**src/rtl/stream_mux_pkg.sv**
```systemverilog
// Shared definitions for the round-robin stream multiplexer: the index-width
// helper and the values the output register and pointer take on reset.
package stream_mux_pkg;

  // Index width for n channels; always at least one bit so a 2-channel mux still has an index.
  function automatic int clog2w(input int n);
    return (n <= 2) ? 1 : $clog2(n);
  endfunction

  localparam logic RST_OUT_VALID = 1'b0;
  localparam int   RST_PTR       = 0;
  localparam int   RST_OUT_CH    = 0;

endpackage

```
**src/rtl/stream_mux_rr_pick.sv**
```systemverilog
// One-hot round-robin picker: returns the first set request at or above ptr,
// wrapping from N-1 back to 0, as a one-hot grant plus its binary index.
module rr_pick
  import stream_mux_pkg::*;
#(
  parameter  int N  = 8,
  localparam int IW = clog2w(N)
) (
  input  logic [N-1:0]  req,
  input  logic [IW-1:0] ptr,
  output logic [N-1:0]  gnt,
  output logic [IW-1:0] idx,
  output logic          any
);

  int c;

  // NOTE: every output gets a default before the loop, so no path leaves a value unassigned and no latch is inferred.
  always_comb begin
    gnt = '0;
    idx = '0;
    any = 1'b0;
    c   = 0;
    for (int k = 0; k < N; k++) begin
      // ptr is kept below N, so a single subtraction is enough to wrap.
      c = int'(ptr) + k;
      if (c >= N) c = c - N;
      if (!any && req[c]) begin
        any    = 1'b1;
        gnt[c] = 1'b1;
        idx    = IW'(c);
      end
    end
  end

endmodule

```
**src/rtl/stream_mux_rr.sv**
```systemverilog
// N_CH-to-1 round-robin stream multiplexer with a single registered output stage.
// Optional macro STREAM_MUX_RR_FORCE_SEL_EN adds force_en/force_sel to pin the grant to one channel.
module stream_mux_rr
  import stream_mux_pkg::*;
#(
  parameter  int N_CH = 8,
  parameter  int DW   = 8,
  localparam int CW   = clog2w(N_CH)
) (
  input  logic               clk,
  input  logic               rst,
  input  logic [N_CH-1:0]    in_valid,
  input  logic [N_CH*DW-1:0] in_data,
  output logic [N_CH-1:0]    in_ready,
`ifdef STREAM_MUX_RR_FORCE_SEL_EN
  input  logic               force_en,
  input  logic [CW-1:0]      force_sel,
`endif
  output logic               out_valid,
  input  logic               out_ready,
  output logic [DW-1:0]      out_data,
  output logic [CW-1:0]      out_ch
);

  logic [CW-1:0]   ptr;
  logic [N_CH-1:0] req;
  logic [N_CH-1:0] gnt;
  logic [CW-1:0]   pick_idx;
  logic            pick_any;
  logic            loadable;
  logic            force_hold;
  logic            load;

  always_comb begin
    req        = in_valid;
    force_hold = 1'b0;
`ifdef STREAM_MUX_RR_FORCE_SEL_EN
    // A forced selector outside 0..N_CH-1 matches no channel and so grants nothing.
    if (force_en) begin
      force_hold = 1'b1;
      for (int i = 0; i < N_CH; i++) begin
        req[i] = in_valid[i] && (force_sel == CW'(i));
      end
    end
`endif
  end

  rr_pick #(.N(N_CH)) u_pick (
    .req (req),
    .ptr (ptr),
    .gnt (gnt),
    .idx (pick_idx),
    .any (pick_any)
  );

  assign loadable = !out_valid || out_ready;
  assign load     = loadable && pick_any && !rst;
  assign in_ready = (loadable && !rst) ? gnt : '0;

  // NOTE: state registers use non-blocking assignments so every flop samples pre-edge values.
  always_ff @(posedge clk) begin
    if (rst) begin
      out_valid <= RST_OUT_VALID;
      out_data  <= '0;
      out_ch    <= CW'(RST_OUT_CH);
      ptr       <= CW'(RST_PTR);
    end else if (load) begin
      out_valid <= 1'b1;
      out_data  <= in_data[int'(pick_idx)*DW +: DW];
      out_ch    <= pick_idx;
      if (!force_hold) begin
        ptr <= (pick_idx == CW'(N_CH - 1)) ? '0 : pick_idx + CW'(1);
      end
    end else if (loadable) begin
      out_valid <= 1'b0;
    end
  end

endmodule

```
**config.mk**
```make
export PLATFORM = sky130hd
export DESIGN_NAME = stream_mux_rr
export DESIGN_NICKNAME = d
export VERILOG_FILES = /design/src/rtl/stream_mux_pkg.sv /design/src/rtl/stream_mux_rr_pick.sv /design/src/rtl/stream_mux_rr.sv
export SDC_FILE = /design/constraint.sdc
export NUM_CORES = 1
export LEC_CHECK = 0
export CAP_MARGIN = 20
export CORE_MARGIN = 5
export CORE_UTILIZATION = 35
export DETAILED_ROUTE_END_ITERATION = 10
export GPL_TIMING_DRIVEN = 0
export PLACE_DENSITY = 0.69
export SETUP_SLACK_MARGIN = 0.1
export SYNTH_ARGS = -nofsm -noshare
export SYNTH_HDL_FRONTEND = slang
export SYNTH_SLANG_ARGS = --single-unit
```
**constraint.sdc**
```tcl
create_clock -name clk -period 9.6 [get_ports clk]
set_input_delay 1.92 -clock clk [delete_from_list [all_inputs] [get_ports clk]]
set_output_delay 1.92 -clock clk [all_outputs]
set_load 0.01 [all_outputs]
```
==> results of run 1 <==
power by group through the flow:
stage	registers (mW)	clock network, mW	logic, mW
6_report	0.108	0.0514	1.18
5_1_grt	0.112	0.0551	1.26
4_1_cts	0.108	0.0528	1.17
3_5_place_dp	0.109	0	1.16
3_3_place_gp	0.107	0	1.15
2_1_floorplan	0.115	0	0.868
worst max-delay path, delay by kind of cell:
kind                   cells  cell delay, ps
AOI/OAI and AO/OA          3             690
buffers and inverters      2            1150
muxes                      2            1040
and+or+nand+nor            4             850
routing by layer:
layer	track usage	vias to the layer above
li1	-	1346
met1	0.244	1336
met2	0.307	123
met3	0.0266	8
met4	0.0450	0
met5	0	-
state kept, by name (all words and copies together) (netlist names):
signal / flops
out_data: 8
out_ch: 3
ptr: 3
out_valid: 1
logic make-up (layout without fill, tap and decap cells):
| group | Yosys count | after routing | share of synthesized area |
|---|---|---|---|
| AOI/OAI and AO/OA | 94 | 94 | 0.271 |
| and+or+nand+nor | 80 | 80 | 0.158 |
| xor gates and xnor gates | 6 | 6 | 0.0202 |
| DFF | 15 | 15 | 0.115 |
| muxes | 57 | 57 | 0.318 |
| buffers and inverters | 26 | 123 | 0.0640 |
| adders and majority gates | 11 | 11 | 0.0529 |
worst max path at each step:
stage / cells past startpoint / startpoint / endpoint / slack [ps]
4_1_cts: 11 / in_valid[6] / in_ready[5] / 2120
5_1_grt: 11 / in_valid[6] / in_ready[5] / 1800
2_1_floorplan: 9 / in_valid[6] / in_ready[6] / 3600
6_report: 11 / in_valid[6] / in_ready[5] / 2030
3_5_place_dp: 11 / in_valid[6] / in_ready[5] / 2110
3_3_place_gp: 11 / in_valid[6] / in_ready[5] / 2160
cell type report:
class	count	area, µm²
multi-input cells	248	2130
flip-flops and latches	15	300
well taps	99	124
clock buffers	4	45.0
repair buffers	93	931
fillers	692	3550
plain buffers	16	124
inverters	10	42.5
cells in the final DEF, fill, tap and decap left out, drive strengths merged, types with 2 or more instances in the layout:
cell           netlist  routed
a211oi               2       2
a21o                 7       7
a21oi               14      14
a221oi               3       3
a22o                 4       4
a22oi                3       3
a2bb2oi              7       7
a311oi               4       4
a31o                 2       2
a31oi                6       6
a32o                 2       2
a41oi                2       2
and2                 8       8
and3                 2       2
buf                 14      14
clkbuf               2       6
clkdlybuf4s50        0      93
dfxtp               15      15
ha                  11      11
inv                 10      10
mux2                17      17
mux2i               24      24
mux4                16      16
nand2               22      22
nand2b               3       3
nand3               10      10
nand3b               3       3
nor2                21      21
nor3                 7       7
nor4                 2       2
o211ai              10      10
o21ai               13      13
o221ai               7       7
xnor2                3       3
xor2                 3       3
==> flow_metrics.env, run 1 <==
export IMPL_status="complete, no violations"
export IMPL_path_cells="clkdlybuf4s50_1 -> mux4_1 -> mux2i_1 -> nand4_2 -> nand2b_4 -> nor4_1 -> o21ai_1 -> o21ai_0 -> nor2_1 -> a311oi_1 -> clkdlybuf4s50_1"
export IMPL_ctsLongestPathBuffers=2
export IMPL_worstHoldEndpoint="out_ch[2]$_SDFFE_PP0P_"
export IMPL_hold_viol=0
export IMPL_postSynthCellCount=289
export IMPL_clk_latency_ps=250
export IMPL_critPathLaunchType="input port"
export IMPL_wl_met3_um=679
export IMPL_cts_buffers=3
export IMPL_netSwitchingFraction=0.499
export IMPL_fin_area_mm2=0.00370
export IMPL_post_place_ws_ps=2110
export IMPL_post_cts_resized=0
export IMPL_met1_length_mm=3.71
export IMPL_start_util=0.359
export IMPL_power_switching_uw=666
export IMPL_cp_common_cell="clkdlybuf4s50_1"
export IMPL_clock_fmax_ghz=0.132
export IMPL_dp_cells=481
export IMPL_dr_max_layer_used="met4"
export IMPL_drt_first_pass_iters=4
export IMPL_fin_cells=485
export IMPL_p_int_uw=668
export IMPL_crit_path_max_fanout=9
export IMPL_fp_dieArea_mm2=0.00926
export IMPL_num_antenna_cells=0
export IMPL_synth_edf_count=0
export IMPL_worstPathArrival_ps=5650
export IMPL_avgRoutedWirePerCell_um=17.8
export IMPL_die_x_um=96.2
export IMPL_antenna_found_initial=0
export IMPL_clockPowerShare=0.039
export IMPL_ys_ff_latch=15
export IMPL_coreArea_mm2=0.00725
export IMPL_die_h_um=96.2
export IMPL_slowest_stage="mux4_1"
export IMPL_drv_cap=0
export IMPL_root_buffer="clkbuf_8"
export IMPL_setup_viol=0
export IMPL_synth_ff_type="dfxtp_1"
export IMPL_rr_endpoint="out_data[6]$_SDFFE_PP0P_"
export IMPL_synth_top_area_cell="mux4_2"
export IMPL_r2r_start="ptr[1]$_SDFFE_PP0P_"
export IMPL_p_leak_nw=1.37
export IMPL_worst_pin_slew_ps=630
export IMPL_hold_buffers=0
export IMPL_clkSinkCount=15
export IMPL_synth_top_area_frac=0.130
export IMPL_criticalPathCategory="in2out"
export IMPL_ff2ff_setup_slack_ps=5210
export IMPL_p_seq_frac=0.081
export IMPL_drive_gt1_frac=0.161
export IMPL_synth_cell_type_count=66
export IMPL_total_power_mw=1.33
export IMPL_vdd_ir_drop_max_mv=0.190
export IMPL_fin_ws_ps=2030
export IMPL_slew_violations=0
export IMPL_power_frac_comb=0.881
export IMPL_holdPathStages=1
export IMPL_cp_end_kind="output port"
export IMPL_yosys_top_cells_area="mux4_2, dfxtp_1, mux2i_1"
export IMPL_utilization=0.510
export IMPL_hpwl_mm=6.93
export IMPL_postCtsSetupBuffers=0
export IMPL_hold_class="reg2reg"
export IMPL_syn_to_final_growth_pct=42.3
export IMPL_grt_pass1_wl_mm=13.4
export IMPL_place_congestion=0.948
export IMPL_min_period_over_period=0.789
export IMPL_place_port_buffers=93
export IMPL_grt_max_degree=12
export IMPL_drc_errors=0
export IMPL_clkTransAtPathRegs_ps=60
export IMPL_rr_worst_depth=14
export IMPL_final_nets=473
export IMPL_ios=95
export IMPL_fin_hold_ws_ps=479
export IMPL_syn_num_nets=375
export IMPL_slowest_delay_ps=590
export IMPL_avgSynthCellArea_um2=9.00
export IMPL_ys_warnings_count=0
export IMPL_post_drt_via_cell_ratio=5.80
export IMPL_wl_met2_mm=4.15
export IMPL_worstHoldStart="out_ch[2]$_SDFFE_PP0P_"
export IMPL_fin_skew_ps=0.888
export IMPL_grtUsageTotal=0.183
export IMPL_drt_iter0_markers=198
export IMPL_routed_wl_mm=8.63
export IMPL_num_vias=2813
export IMPL_grt_pass1_vias=2765
export IMPL_synth_most_common_cell="mux2i_1"
export IMPL_synthArstFlopShare=0
export IMPL_tns_ps=0
export IMPL_power_density_mw_per_mm2=361
export IMPL_ys_top_cells_by_count="mux2i_1, nand2_1, nor2_1"
export IMPL_synth_yosys_seq_area_share=0.115
export IMPL_rsz0062_at_grt="false"
export IMPL_overflow=0
export IMPL_cp_required_ps=7680
export IMPL_ant_nets=0
export IMPL_fin_crit_ps=7570
export IMPL_cts_tree="built"
export IMPL_postPlaceCellArea_mm2=0.00366
export IMPL_slew_headroom=0.568
export IMPL_rows=31
export IMPL_netlist_area_mm2=0.00260
export IMPL_htreeDepth=1
No activity file was read; power rests on OpenSTA's default activity.
==> run 2, diff against run 1 <==
Clock period 9.6 ns to 7.7 ns, I/O delays scaled along.
==> results of run 2 <==
Same layout as run 1 (identical final DEF). Status: complete, no violations.
Among the figures that moved: setup slack after placement 2110 ps -> 975 ps; setup slack after layout 2030 ps -> 887 ps; register-to-register setup slack 5210 ps -> 3310 ps; total power 1.33 mW -> 1.66 mW; worst IR drop on VDD 0.190 mV -> 0.237 mV
==> run 3, diff against run 2 <==
Settings changed: HOLD_SLACK_MARGIN from default to 0.08.
==> results of run 3 <==
Same layout as run 1 (identical final DEF). Status: complete, no violations.
Among the figures that moved: setup slack after placement 2110 ps -> 975 ps; setup slack after layout 2030 ps -> 887 ps; register-to-register setup slack 5210 ps -> 3310 ps; total power 1.33 mW -> 1.66 mW; worst IR drop on VDD 0.190 mV -> 0.237 mV
